--- config.mk ---
export PLATFORM = sky130hd
export DESIGN_NAME = and_input_debounce
export DESIGN_NICKNAME = d
export VERILOG_FILES = /design/src/rtl/and_input_debounce.sv
export SDC_FILE = /design/constraint.sdc
export NUM_CORES = 1
export LEC_CHECK = 0
export CORE_MARGIN = 1
export CORE_UTILIZATION = 30
export DETAILED_ROUTE_END_ITERATION = 10
export GPL_ROUTABILITY_DRIVEN = 0
export PLACE_DENSITY = 0.61
export SLEW_MARGIN = 20
export SYNTH_ARGS = -nofsm -noshare
export SYNTH_HDL_FRONTEND = slang
export SYNTH_SLANG_ARGS = --single-unit
export TNS_END_PERCENT = 10
--- constraint.sdc ---
create_clock -name clk -period 1.2 [get_ports clk]
set_clock_uncertainty 0.15 [all_clocks]
set_input_delay 0.24 -clock clk [delete_from_list [all_inputs] [get_ports clk]]
set_output_delay 0.24 -clock clk [all_outputs]
set_load 0.05 [all_outputs]
--- src/rtl/and_input_debounce.sv ---
//------------------------------------------------------------------------------
// and_input_debounce : two-channel synchronise-and-debounce front end for the
//                      A/B inputs of a downstream AND gate.
// Revision: 1.0 - initial release
//------------------------------------------------------------------------------
`default_nettype none

module and_input_debounce #(
  parameter int unsigned DEB_CYCLES = 4
) (
  input  logic clk,
  input  logic rst_n,
  input  logic a_raw,
  input  logic b_raw,
  output logic A,
  output logic B,
  output logic a_chg,
  output logic b_chg,
  output logic stable
);

  localparam int unsigned CNT_W = (DEB_CYCLES > 1) ? $clog2(DEB_CYCLES) : 1;
  localparam logic [CNT_W-1:0] CNT_MAX = CNT_W'(DEB_CYCLES - 1);

  logic [1:0] raw;
  logic [1:0] synced;
  logic [1:0] val;
  logic [1:0] chg;

  assign raw = {b_raw, a_raw};

  for (genvar ch = 0; ch < 2; ch++) begin : g_chan
    logic             meta_q, meta_d;
    logic             sync_q, sync_d;
    logic             val_q, val_d;
    logic             chg_q, chg_d;
    logic [CNT_W-1:0] cnt_q, cnt_d;

    always_ff @(posedge clk or negedge rst_n) begin
      if (!rst_n) begin
        meta_q <= 1'b0;
        sync_q <= 1'b0;
        val_q  <= 1'b0;
        chg_q  <= 1'b0;
        cnt_q  <= '0;
      end else begin
        meta_q <= meta_d;
        sync_q <= sync_d;
        val_q  <= val_d;
        chg_q  <= chg_d;
        cnt_q  <= cnt_d;
      end
    end

    // Any cycle of agreement drops the count, so only an unbroken run of
    // DEB_CYCLES mismatching samples is accepted as a new value.
    always_comb begin
      meta_d = raw[ch];
      sync_d = meta_q;
      val_d  = val_q;
      chg_d  = 1'b0;
      cnt_d  = '0;
      if (sync_q != val_q) begin
        if (cnt_q == CNT_MAX) begin
          val_d = sync_q;
          chg_d = 1'b1;
        end else begin
          cnt_d = cnt_q + 1'b1;
        end
      end
    end

    assign synced[ch] = sync_q;
    assign val[ch]    = val_q;
    assign chg[ch]    = chg_q;
  end

  assign A      = val[0];
  assign B      = val[1];
  assign a_chg  = chg[0];
  assign b_chg  = chg[1];
  assign stable = (synced == val);

endmodule

`default_nettype wire

== Word-level counts from Yosys, hierarchy flattened ==
Index checks and enable logic that the tools add are counted.

* Register bits: 12
* Input port bits: 4
* Output and inout port bits: 5
* Logic and storage cells: 27

* Add/sub/neg operators: 2
* Equal/unequal tests: 5
* Muxes and demuxes: 8
* Reductions and logical operators: 2

{| class="wikitable"
|+ Operators by type and width
! kind !! number
|-
| 2-to-1 mux 2 bit || 4
|-
| adder 2 x 1 -> 2 bit (second input constant) || 2
|-
| == test 2 bit (second input constant) || 2
|-
| 2-to-1 mux 1 bit || 4
|-
| AND reduction 2 bit || 2
|-
| == test 2 bit || 1
|-
| != test 1 bit || 2
|}

== Longest topological paths before layout ==
Gate-level depths: netlist of run 1.

* Word-level depth: 3
* Depth in mapped cells: 2

== Least setup slack after synthesis of run 1 ==
Ideal clock, no wire load.

* Path kind: reg-to-output
* Start point: register g_chan[1].val_q (netlist: B)
* End point: output stable
* Arrival: 1.499 ns
* Data required time: 0.810 ns
* Setup slack: -0.689 ns
* Cell stages (with the launch flop): 3
* Path buffers: 0
* Cells stage by stage: dfrtp_1 xor2_1 nor2_1

* Cells in the longest elaborated chain, start to end: 1

{| class="wikitable"
|+ RTL lines
! item !! line !! RTL
|-
| from (decl) || 35 || <nowiki>logic val_q, val_d;</nowiki>
|-
| from (signal assigned) || 49 || <nowiki>val_q <= val_d;</nowiki>
|-
| == test 2 bit || 82 || <nowiki>assign stable = (synced == val);</nowiki>
|-
| to (decl) || 19 || <nowiki>output logic stable</nowiki>
|}

Every way passes these cells.

== Worst setup path after layout of run 1 ==
* Start point: register g_chan[1].sync_q
* End point: output stable

* Cells in the longest elaborated chain, start to end: 1

{| class="wikitable"
|+ RTL lines
! item !! line !! RTL
|-
| from (decl) || 34 || <nowiki>logic sync_q, sync_d;</nowiki>
|-
| from (signal assigned) || 48 || <nowiki>sync_q <= sync_d;</nowiki>
|-
| == test 2 bit || 82 ||
|}

Every way passes these cells.

==> impl_results.md, run 1 <==
* Post-route clock period utilization at 128%
* Final net count at between 50 and 60
* Final setup margin at -0.337 ns
* Routed len/inst at 10.6 µm
* Post-synth ARST share at 100%
* Worst EP required at around 0.81 ns
* GRT Residual Overflow at 0
* Initial antenna violation count at 0
* First-pass GRT wire length at 1040 µm
* IO Port Bufs at 8
* Mapped Nets at 31
* Failing checks: negative setup slack
* Initial DRT Pass Iterations at 1
* CTS Buf Count at 3
* CTS tree: built
* Clock Path Buffers at 2
* Post-Route WL at between 600 and 700 µm
* Min cycle time layout at 1.54 ns
* Prevailing post-synth register cell: dfrtp_1
* Worst EP arrival at 1.15 ns
* Slew @ Worst Pin at between 0.2 and 0.25 ns
* Vias in the first global route at 266
* Final std cells w/o fill at approximately 60
* Cell Pwr Density at about 2600 nW/µm²
* Critical path endpoint category: output pin
* RSZ-0062 raised after global routing: yes
* Fraction of layout cells with a size suffix above 1 at around three fifths
* Setup TNS at -0.764 ns
* Worst-path clk slew at 0.07 ns
* Top cells by area, synth: dfrtp_1 (72%), and2_1 (6.0%), ha_1 (6.0%)
* Setup violators final at 5
* Slew HR at approximately 87%
* Largest net degree at the start of global routing at 13
* Core region area at 1300 µm²
* Final hold violation count at 0
* Final hold slack at roughly 0.11 ns
* Post-synth EDFFs at 0
* Via count at 258
* Post-Syn Instances at 25
* Max-slew violation count at 0
* Residual DRC at 0
* Chip Width at between 30 and 40 µm
* HPWL Detailed at 500 µm
* Average via count per standard cell at 4.23
* Sequential share of the synthesized area at 71.6%
* Root buffer cell: clkbuf_4
* HP Class: input port to asynchronous set/reset pin
* Cell taking the most area after synthesis: dfrtp_1
* 1st-iter DRT viols at 0
* Most instantiated library cell after synthesis: dfrtp_1
* Startpoint types: flip-flop
* CTS H-tree depth at 1
* Setup slack, reg-to-reg at 0 ns
* #FFs+latches synth at 12
* Die area at 1550 µm²
* Area delta synth->final at 71.0%
* Max-cap viol count at 0
* Status: finished, violations left
* Top Ports at 9
* Reg2reg end: B
* Die height at just under 40 µm
* Clock sinks at 12
* Starting Density at approximately 32%
* Max rail drop VDD at roughly 910 µV
* Critical Path Fanout Max at 2
* Post-synth top area share at a little under three quarters
* Syn Std Cell Area at between 400 and 500 µm²
* Highest clock rate at around 0.65 GHz
* Worst skew pair latency at roughly 0.27 ns
* GRT Util Overall at 11.4%
* R2R Path Start: B
* Diodes inserted at 0
* Syn Area/Cell at about 17 µm²
* Post-synth cell types at 7
* Pleak at between 0.3 and 0.4 nW
* Commonest cells in the netlist: dfrtp_1 (12), and2_1 (4)
* Hold_buf cts at 0
* # rows at 13
* Cell count after placement at between 50 and 60
* Register-to-Register Path Depth at 3
* Warnings from Yosys at 0
* Antenna viol nets, final at 0
* Type of the worst setup path: flip-flop to output pin
cells by family after synthesis:
group,after synthesis,synth area share (%)
flip-flops,12,71.6
AND/OR/NAND/NOR,7,12.8
XOR/XNOR,2,4.18
multiplexers,2,5.37
adder cells (fa/ha/maj),2,5.97
cell usage in the layout (no fill, tap or decap):
master           Yosys  routed
dfrtp_1             12      10
buf_4                0       6
buf_12               0       5
and2_1               4       4
clkbuf_4             0       3
clkdlybuf4s50_1      0       3
buf_6                0       3
dfrtp_2              0       2
xor2_2               0       2
nor3b_2              2       2
ha_2                 0       2
nor2_4               0       1
mux2_1               2       1
mux2_4               0       1
clkbuf_8             0       1
routing by layer:
metal  vias up  routed length (µm)  track usage, %
met2         9                 359            16.3
li1        122                   -               -
met3         0                  35            5.11
met1       127                 249            12.3
met4         0                   0            10.3
met5         -                   0               0
how the worst max path moves through the flow:
stage	startpoint	endpoint	slack, ns	cells past startpoint
2_1_floorplan	A	stable	-0.21	2
3_3_place_gp	B	stable	-0.04	3
3_5_place_dp	g_chan[0].sync_q	stable	-0.06	3
4_1_cts	g_chan[0].sync_q	stable	-0.35	3
5_1_grt	g_chan[1].sync_q	stable	-0.38	3
6_report	g_chan[1].sync_q	stable	-0.34	3
report_power, final:
part	internal, mW	total (mW)	switching [mW]
clock	0.184	0.312	0.128
combinational	0.539	0.959	0.419
sequential	0.516	0.603	0.0869
total	1.24	1.87	0.635
state kept, by name, indices dropped and copies added (netlist names):
| name | flops |
|---|---|
| g_chan.meta_q | 2 |
| a_chg | 1 |
| g_chan.sync_q | 2 |
| B | 1 |
| A | 1 |
| g_chan.cnt_q | 4 |
| b_chg | 1 |
critical path, stage by stage, from the launching register on:
cell     delay (ns)
dfrtp_1        0.41
xor2_2         0.20
nor2_4         0.13
buf_12         0.14
metrics by stage:
stage	power [mW]	utilization [%]	instance area [µm²]	setup WS, ns
2_1_floorplan	1.02	-	444	-0.211
6_report	1.87	55.1	717	-0.337
4_1_cts	1.84	53.7	698	-0.354
3_3_place_gp	1.46	49.6	646	-0.0381
3_5_place_dp	1.49	49.6	646	-0.0609
5_1_grt	1.98	55.1	717	-0.379
area by class of cell:
| cell class | instances | area, µm² |
|---|---|---|
| Timing Repair Buffer | 17 | 209 |
| Tap cell | 15 | 18.8 |
| Multi-Input combinational cell | 13 | 150 |
| Fill cell | 106 | 584 |
| Clock buffer | 4 | 36.3 |
| Sequential cell | 12 | 303 |
timing repair:
item / in CTS / in global routing
pin swaps: 0 / 3
endpoints found under the setup margin: 7 / 9
setup buffers: 1 / 1
gates resized for setup: 3 / 3
(Power assumes the default switching activity.)
==> inputs of run 2 (changes only) <==
--- a/config.mk
+++ b/config.mk
@@ -8,7 +8,6 @@
 export CORE_MARGIN = 1
 export CORE_UTILIZATION = 30
 export DETAILED_ROUTE_END_ITERATION = 10
-export GPL_ROUTABILITY_DRIVEN = 0
 export PLACE_DENSITY = 0.61
 export SLEW_MARGIN = 20
 export SYNTH_ARGS = -nofsm -noshare
==> results of run 2 <==
No change in the layout: final DEF, timing and power equal those of run 1.
==> inputs of run 3 (changes only) <==
--- a/config.mk
+++ b/config.mk
@@ -5,10 +5,10 @@
 export SDC_FILE = /design/constraint.sdc
 export NUM_CORES = 1
 export LEC_CHECK = 0
-export CORE_MARGIN = 1
-export CORE_UTILIZATION = 30
+export CORE_AREA = 2 2 39 41
 export DETAILED_ROUTE_END_ITERATION = 10
-export PLACE_DENSITY = 0.61
+export DIE_AREA = 0 0 41 43
+export PLACE_DENSITY = 0.63
 export SLEW_MARGIN = 20
 export SYNTH_ARGS = -nofsm -noshare
 export SYNTH_HDL_FRONTEND = slang
==> run 3 against run 2 <==
The flow still finishes with violations (negative setup slack); combinational power grew 3.4%; sequential cell count is the same; sequential share of layout area grew 0.074 points; die area grew 14%; via count grew 1.2%; largest power group unchanged; clock-buffer cell count is the same.
==> impl_results.md, run 3 (same netlist as run 1, synthesis figures left out) <==
* Status: finished, violations left
* Failing checks: negative setup slack
* Commonest non-fill, non-tap cell in the layout: dfrtp_1
* Root buffer cell: clkbuf_4
* Final hold slack at 0.114 ns (+0.00578 ns)
* Setup slack, reg-to-reg at -0.03 ns (-0.03 ns)
* # rows at 14 (+1)
* Fraction of layout cells with a size suffix above 1 at 57.8% (-3.1 points)
* Max rail drop VDD at 1260 µV (+38%)
* Core region area at 1380 µm² (+6.3%)
* Residual DRC at 0 (unchanged)
* Final GP Congestion at roughly 0.63
* Initial antenna violation count at 0 (unchanged)
* P_int at 1.25 mW (+1.1%)
* Diodes inserted at 0 (unchanged)
* Reg2reg end: B
* Vias in the first global route at 274 (+3.0%)
* Worst EP arrival at 1.14 ns (about the same)
* Average via count per standard cell at 4.28 (+1.2%)
* Post-route clock period utilization at 127% (-0.87 points)
* Via count at 261 (+1.2%)
* CTS tree: built
* GRT Residual Overflow at 0 (unchanged)
* Slew HR at 86.7% (+0.13 points)
* Final setup margin at -0.327 ns (+0.0105 ns)
* Max-cap viol count at 0 (unchanged)
* Worst skew pair latency at 0.26 ns (about the same)
* Min cycle time layout at 1.53 ns (-0.0105 ns)
* Chip Width at 41 µm (+4.1%)
* First-pass GRT wire length at 1190 µm (+15%)
* Worst-path clk slew at 0.07 ns (about the same)
* Die height at 43 µm (+9.2%)
* Starting Density at 30.3% (-1.9 points)
* Pleak at 0.323 nW (-2.6%)
* Routed len/inst at 10.8 µm (+1.9%)
* WP depth at 3 (unchanged)
* Clock Power Share at 16.3% (-0.4 points)
* Startpoint types: flip-flop
* Register-to-Register Path Depth at 3 (unchanged)
* Top delay family on crit path: flip-flops
* Final hold violation count at 0 (unchanged)
* Max stage delay on crit path at 0.41 ns (about the same)
* HP Class: input port to asynchronous set/reset pin
* Critical path endpoint category: output pin
* Power consumption at 1.91 mW (+1.7%)
* Die area at 1760 µm² (+14%)
* Most frequent cells in the layout: dfrtp_1 (10), buf_4 (7), buf_12 (5), and2_1 (4)
* Switching portion of total power at 34.3% (+0.40 points)
* IO Port Bufs at 8 (unchanged)
* Final std cells w/o fill at 61 (unchanged)
* Type of the worst setup path: flip-flop to output pin
* RSZ-0062 raised after global routing: yes
* Clock sinks at 12 (unchanged)
* Clock Path Buffers at 2 (unchanged)
* Number of flip-flops in the largest register at 4 (unchanged)
* Top Ports at 9 (unchanged)
* R2R Path Start: B
* Crit-path cells: xor2_2 -> nor2_4 -> buf_12
* Antenna viol nets, final at 0 (unchanged)
* CTS H-tree depth at 1 (unchanged)
* Gate power share at 52.1% (+0.9 points)
* Largest net degree at the start of global routing at 13 (unchanged)
* Highest clock rate at 0.655 GHz (+0.69%)
* Critical Path Fanout Max at 2 (unchanged)
* Final net count at 52 (-1.9%)
* Most flops, register: g_chan.cnt_q
* Cell Pwr Density at 2660 nW/µm² (+1.8%)
* Cell count after placement at 56 (+1.8%)
* 1st-iter DRT viols at 1 (+1)
* Worst EP required at 0.81 ns (about the same)
* Max-slew violation count at 0 (unchanged)
* Worst path slowest cell: dfrtp_1
* Final Util at 51.7% (-3.4 points)
* CTS Buf Count at 3 (unchanged)
* GRT Util Overall at 10.3% (-1.1 points)
* Initial DRT Pass Iterations at 2 (+1)
* Net Sw Power at 0.653 mW (+2.9%)
* Slew @ Worst Pin at 0.199 ns (-0.00197 ns)
* Buf/Inv on CP at 1 (unchanged)
* Largest registers: g_chan.cnt_q (4), g_chan.meta_q (2), g_chan.sync_q (2)
* Area delta synth->final at 70.7%
* Setup violators final at 6 (+1)
* Post-Route WL at 656 µm (+1.9%)
* Power share of the sequential group at 31.7% (-0.5 points)
==> run 3: cell count changes in the layout (fill, tap and decap cells not counted), sizes merged <==
| cell | previous run | this run |
|---|---|---|
| buf | 14 | 13 |
==> run 3: layout make-up <==
class	instances	area, µm²
multi-input combinational	13	163
clock buffer	4	36.3
timing repair buffer	16	194
fill	121	668
sequential	12	303
tap	16	20.0
==> run 3: worst max path at each step <==
stage | slack (ns) | from | endpoint
4_1_cts | -0.34 | g_chan[0].sync_q | stable
5_1_grt | -0.39 | g_chan[1].sync_q | stable
3_5_place_dp | -0.04 | g_chan[0].sync_q | stable
3_3_place_gp | -0.04 | g_chan[0].sync_q | stable
6_report | -0.33 | g_chan[1].sync_q | stable
2_1_floorplan | -0.21 | A | stable
==> run 3: per-stage QoR <==
stage                     area [µm²]  setup slack [ns]  setup TNS (ns)
after floorplan                  444            -0.211          -0.211
final                            716            -0.327          -0.804
after global placement           647           -0.0366         -0.0366
after detailed placement         647           -0.0431         -0.0952
after global routing             716            -0.385           -1.09
after CTS                        688            -0.343          -0.771
==> run 3: what timing repair did <==
item                       CTS  global route
hold buffers                 0             0
setup endpoints to repair    8            11
setup buffers                0             1
gates resized for setup      2             3
pin swaps                    0             3
==> run 3: power by group through the flow <==
stage               Clock, mW  Sequential [mW]  Combinational (mW)
floorplan                   0            0.743               0.274
detailed placement          0            0.602               0.927
global route            0.348            0.617                1.06
global placement            0            0.587               0.898
CTS                     0.327            0.594               0.936
finish                  0.310            0.603               0.992
==> run 3: routing by layer <==
metal  part of all wire (%)  vias to the layer above  global-route usage, %  wire (µm)
li1                       -                      119                      -          -
met1                     37                      133                   12.4        240
met2                     56                        7                   14.4        367
met3                    6.3                        2                   4.71         41
met4                    1.1                        0                   6.00          7
met5                      0                        -                      0          0
